**config.mk**
```make
export PLATFORM = sky130hd
export DESIGN_NAME = country_car_sensor
export DESIGN_NICKNAME = d
export VERILOG_FILES = /design/src/rtl/country_car_sensor.sv
export SDC_FILE = /design/constraint.sdc
export NUM_CORES = 1
export LEC_CHECK = 0
export CAP_MARGIN = 20
export CORE_UTILIZATION = 50
export DETAILED_ROUTE_END_ITERATION = 8
export PLACE_DENSITY = 0.81
export SETUP_SLACK_MARGIN = 0.2
export SYNTH_ARGS = -nofsm -noshare
export SYNTH_HDL_FRONTEND = slang
export SYNTH_SLANG_ARGS = --single-unit
```
**constraint.sdc**
```tcl
create_clock -name clk -period 2.56 [get_ports clk]
set_input_delay 0.256 -clock clk [delete_from_list [all_inputs] [get_ports clk]]
set_output_delay 0.256 -clock clk [all_outputs]
set_load 0.005 [all_outputs]
```
**src/rtl/country_car_sensor.sv**
```systemverilog
// Country-road car sensor: synchronizes and debounces loop detectors, keeps a saturating queue count, and drives request x.
// Optional stuck-arrival detection is built only when STUCK_DETECT_EN is defined.
module country_car_sensor #(
   parameter int DB_CYCLES    = 4,
   parameter int CNT_W        = 4,
   parameter int STUCK_CYCLES = 1024
) (
   input  logic             clk,
   input  logic             clear,
   input  logic             car_arr_raw,
   input  logic             car_dep_raw,
   input  logic [1:0]       cntry,
   output logic             x,
   output logic [CNT_W-1:0] queue_cnt,
   output logic             q_ovf,
   output logic             sensor_fault
);

   localparam logic [CNT_W-1:0] CNT_MAX = '1;
   localparam logic [7:0]       DB_LAST = 8'(DB_CYCLES - 1);

   logic             arr_s1, arr_s2, dep_s1, dep_s2;
   logic             arr_deb, dep_deb, arr_deb_d, dep_deb_d;
   logic [7:0]       arr_db_cnt, dep_db_cnt;
   logic [8:0]       arr_db_nxt, dep_db_nxt;
   logic             arr_p0, dep_p0, dep_ok;
   logic [CNT_W-1:0] cnt_nxt;
   logic             ovf_hit;
   logic             fault_nxt;

   // A level change is accepted on the DB_CYCLES-th consecutive mismatching edge.
   function automatic logic [8:0] db_step(input logic s2, input logic deb, input logic [7:0] cnt);
      if (s2 == deb)
         return {deb, 8'd0};
      else if (cnt == DB_LAST)
         return {s2, 8'd0};
      else
         return {deb, cnt + 8'd1};
   endfunction

   // Saturating queue step; returns {overflow_hit, next_count}.
   function automatic logic [CNT_W:0] queue_step(input logic [CNT_W-1:0] cnt, input logic inc,
                                                 input logic dec);
      logic [CNT_W-1:0] n;
      logic             o;
      n = cnt;
      o = 1'b0;
      case ({inc, dec})
         2'b10: begin
            if (cnt == CNT_MAX) o = 1'b1;
            else                n = cnt + 1'b1;
         end
         2'b01: if (cnt != '0) n = cnt - 1'b1;
         default: ;
      endcase
      return {o, n};
   endfunction

   // Stage: two-flop synchronizers
   always_ff @(posedge clk or posedge clear) begin
      if (clear) begin
         arr_s1 <= 1'b0;
         arr_s2 <= 1'b0;
         dep_s1 <= 1'b0;
         dep_s2 <= 1'b0;
      end else begin
         arr_s1 <= car_arr_raw;
         arr_s2 <= arr_s1;
         dep_s1 <= car_dep_raw;
         dep_s2 <= dep_s1;
      end
   end

   // Stage: debounce and edge history
   always_comb begin
      arr_db_nxt = db_step(arr_s2, arr_deb, arr_db_cnt);
      dep_db_nxt = db_step(dep_s2, dep_deb, dep_db_cnt);
   end

   always_ff @(posedge clk or posedge clear) begin
      if (clear) begin
         arr_deb    <= 1'b0;
         dep_deb    <= 1'b0;
         arr_db_cnt <= 8'd0;
         dep_db_cnt <= 8'd0;
         arr_deb_d  <= 1'b0;
         dep_deb_d  <= 1'b0;
      end else begin
         {arr_deb, arr_db_cnt} <= arr_db_nxt;
         {dep_deb, dep_db_cnt} <= dep_db_nxt;
         arr_deb_d             <= arr_deb;
         dep_deb_d             <= dep_deb;
      end
   end

   // Stage: rising-edge pulses; departures only count on yellow or green
   assign dep_ok = (cntry == 2'd1) || (cntry == 2'd2);
   assign arr_p0 = arr_deb & ~arr_deb_d;
   assign dep_p0 = dep_deb & ~dep_deb_d & dep_ok;

   always_comb begin
      {ovf_hit, cnt_nxt} = queue_step(queue_cnt, arr_p0, dep_p0);
   end

`ifdef STUCK_DETECT_EN
   localparam int SW = $clog2(STUCK_CYCLES + 1);
   localparam logic [SW-1:0] STUCK_LAST = SW'(STUCK_CYCLES - 1);

   logic [SW-1:0] stuck_cnt;
   logic          fault_set;

   assign fault_set = arr_deb && (stuck_cnt == STUCK_LAST);
   assign fault_nxt = sensor_fault | fault_set;

   always_ff @(posedge clk or posedge clear) begin
      if (clear) begin
         stuck_cnt    <= '0;
         sensor_fault <= 1'b0;
      end else begin
         sensor_fault <= fault_nxt;
         if (!arr_deb)
            stuck_cnt <= '0;
         else if (stuck_cnt != STUCK_LAST)
            stuck_cnt <= stuck_cnt + 1'b1;
      end
   end
`else
   assign fault_nxt    = 1'b0;
   assign sensor_fault = 1'b0;
`endif

   // Stage: queue register; x follows the next count so both move on one edge
   always_ff @(posedge clk or posedge clear) begin
      if (clear) begin
         queue_cnt <= '0;
         q_ovf     <= 1'b0;
         x         <= 1'b0;
      end else begin
         queue_cnt <= cnt_nxt;
         q_ovf     <= q_ovf | ovf_hit;
         x         <= (cnt_nxt != '0) | fault_nxt;
      end
   end

endmodule

```
==> results.tsv <==
stage	metric	value	unit
yosys	Synth async-reset ratio	100	%
detailed_routing	Vias/cell	5.61	
finish	share of post-route cells with drive strength above 1	20.1	%
detailed_routing	Final ANT Viol Nets	0	
finish	Post-Layout Cell Count	190	
die	Die W	55.9	um
setup_path	Top Family by Delay on Critical Path	compound AO/OA/AOI/OAI gates	
die	Rows	19	
global_routing	number of global-route vias before repair	1027	
global_routing	largest net degree at the start of global routing	31	
cts	Worst-path clk slew	0.09	ns
finish	most common cell after layout, fill and taps aside	dfrtp_1	
detailed_routing	drt pass-1 iters	4	
setup_path	R2R Path End	x	
yosys	ranking of synthesized cells by area	dfrtp_1, xor2_1, ha_1	
yosys	Yosys cell types	34	
cts	# H-tree levels	2	
global_routing	initial antenna violation count	0	
run	Max Cap Violations	0	
setup_path	Worst Path Buf+Inv	1	
finish	most frequent cells in the layout	dfrtp_1, nor2_1, nand3_1, xor2_1, buf_4	
setup_path	cell chain of the critical path	and3b_1 > buf_4 > ha_4 > a311o_2 > a221o_2 > or4_1	
yosys	Post-Synthesis Cells	132	
finish	ANT cells	0	
detailed_routing	DR vias	1066	
global_routing	first-pass GRT wire length	4.42	mm
cts	Root Driver	clkbuf_4	
yosys	Synth area leader	dfrtp_1	
cts	total CTS buffers	5	
sta	Setup WS post-layout	0.271	ns
setup_path	max incr delay on CP	0.47	ns
die	initial core utilization	52.7	%
pwr	peak supply drop	0.625	mV
pwr	total power after layout	1.58	mW
place	placed cell count	178	
finish	Final Cell Area	1740	um^2
setup_path	Worst setup SP type	flop	
die	die footprint	3120	um^2
sta	final hold slack	0.297	ns
yosys	Syn Area/Cell	11.0	um^2
die	I/O Pins	13	
cts	latest clock arrival within the worst-skew pair	0.32	ns
place	Post-DP Area	1620	um^2
sta	Fmax	437	MHz
pwr	Leak	0.843	nW
sta	fin crit period	2.29	ns
place	Placer Congestion	0.822	
sta	final hold violations	0	
setup_path	Slowest-stage cell, CP	or4_1	
pwr	PwrDens	911	nW/um^2
setup_path	r2r setup slk	0.27	ns
setup_path	RR Startpoint	dep_deb	
cts	clock sinks	30	
sta	RSZ-0062 raised after global routing	false	
cts	Hold-fix buffers, CTS	0	
cts	worst-case clock buffer depth	2	
yosys	synthesized flop and latch total	30	
sta	setup TNS	0	ns
setup_path	Crit. path cell count	6	
place	port bufs	11	
die	CORE AREA	2760	um^2
yosys	post-synth top area share	51.7	%
yosys	Main synth FF type	dfrtp_1	
setup_path	critical path arrival	2.48	ns
min_path	worst hold path class	in -> async	
setup_path	Crit. End Element	flop	
place	post-DP HPWL	1.75	mm
place	pre-CTS setup slack	-0.334	ns
yosys	Syn. warnings	0	
yosys	number of flops mapped to enable cells by yosys	0	
cts	CTS tree	built	
yosys	mapped cell area	1450	um^2
die	DIE HEIGHT	55.9	um
yosys	post-synthesis sequential area ratio	51.7	%
detailed_routing	initial DRC count	51	
sta	Final Setup Violations	0	
setup_path	critical path peak fanout	4	
sta	Final period util	89.4	%
sta	final slew viol count	0	
finish	Final Util	63.0	%
setup_path	CP Class	reg -> reg	
global_routing	GR Util All Layers	18.7	%
setup_path	FF-to-FF path depth	6	
global_routing	grt total ovfl	0	
detailed_routing	DRT Wirelength	2.44	mm
detailed_routing	DRC Markers	0	
status	status	complete, no violations	
setup_path	worst path required time	2.75	ns
sta	Worst Skew	0.00641	ns
finish	Layout Nets	170	
yosys	post-synth net total	144	
detailed_routing	WL/cell	12.8	um
finish	Layout area overhead	19.6	%
==> cell usage after synthesis, drive strengths merged, types with 3 or more instances <==
cell type  count
ha             6
nand2          4
nor3           3
inv            7
xor2          13
dfrtp         30
nor2          17
and3           5
buf            4
nand3         13
==> worst max-delay path by stage <==
stage                     to       from  slack, ns
after floorplan            x  dep_deb_d       0.24
after global placement     x   cntry[0]      -0.28
after detailed placement   x   cntry[0]      -0.33
after CTS                  x    dep_deb       0.25
after global routing       x    dep_deb       0.20
final                      x    dep_deb       0.27
==> flip-flops by register name, summed over array words and instances (netlist names) <==
register	flops
dep_s1	1
dep_deb_d	1
dep_db_cnt	8
x	1
arr_deb_d	1
arr_s2	1
q_ovf	1
arr_deb	1
queue_cnt	4
dep_deb	1
arr_db_cnt	8
dep_s2	1
arr_s1	1
==> power by group <==
part / total (mW) / switching (mW) / internal, mW
registers: 0.670 / 0.103 / 0.567
logic: 0.628 / 0.275 / 0.353
clock network: 0.285 / 0.152 / 0.133
total: 1.58 / 0.530 / 1.05
==> routing by layer <==
metal  global-route usage, %  vias up  share of wire (%)
met4                    10.5        0                2.7
met1                    25.0      526                 48
li1                        -      513                  -
met2                    27.7       20                 46
met5                       0        -                  0
met3                    4.88        7                3.9
==> cells by family (layout without fill, tap and decap cells) <==
group	after synthesis	after routing	synth area share, %
other	1	1	0.258
xor gates and xnor gates	15	15	9.04
buffers and inverters	11	38	4.39
DFF	30	30	51.7
muxes	2	2	1.55
adders and majority gates	6	6	5.17
AOI/OAI and AO/OA	11	11	7.15
and+or+nand+nor	56	56	20.8
==> final cells by class <==
type,instances,area [um^2]
repair buffers,23,198
clock buffers,7,55.1
multi-input cells,91,664
well taps,31,38.8
inverters,7,26.3
clock inverters,1,5.00
fillers,211,1020
flip-flops and latches,30,751
==> worst reg2reg max path: cells and delay by family (launching register included) <==
kind,cells,cell delay [ns]
AOI/OAI and AO/OA,2,0.72
and+or+nand+nor,2,0.66
DFF,1,0.39
adders and majority gates,1,0.25
buffers and inverters,1,0.14
==> timing repair <==
action / in CTS / in global routing
pin swaps: 7 / 1
endpoints found under the setup margin: 1 / 1
buffers inserted: 3 / 1
resized for setup: 7 / 0
hold endpoints to repair: 0 / 0
No activity file was read; power rests on OpenSTA's default activity.
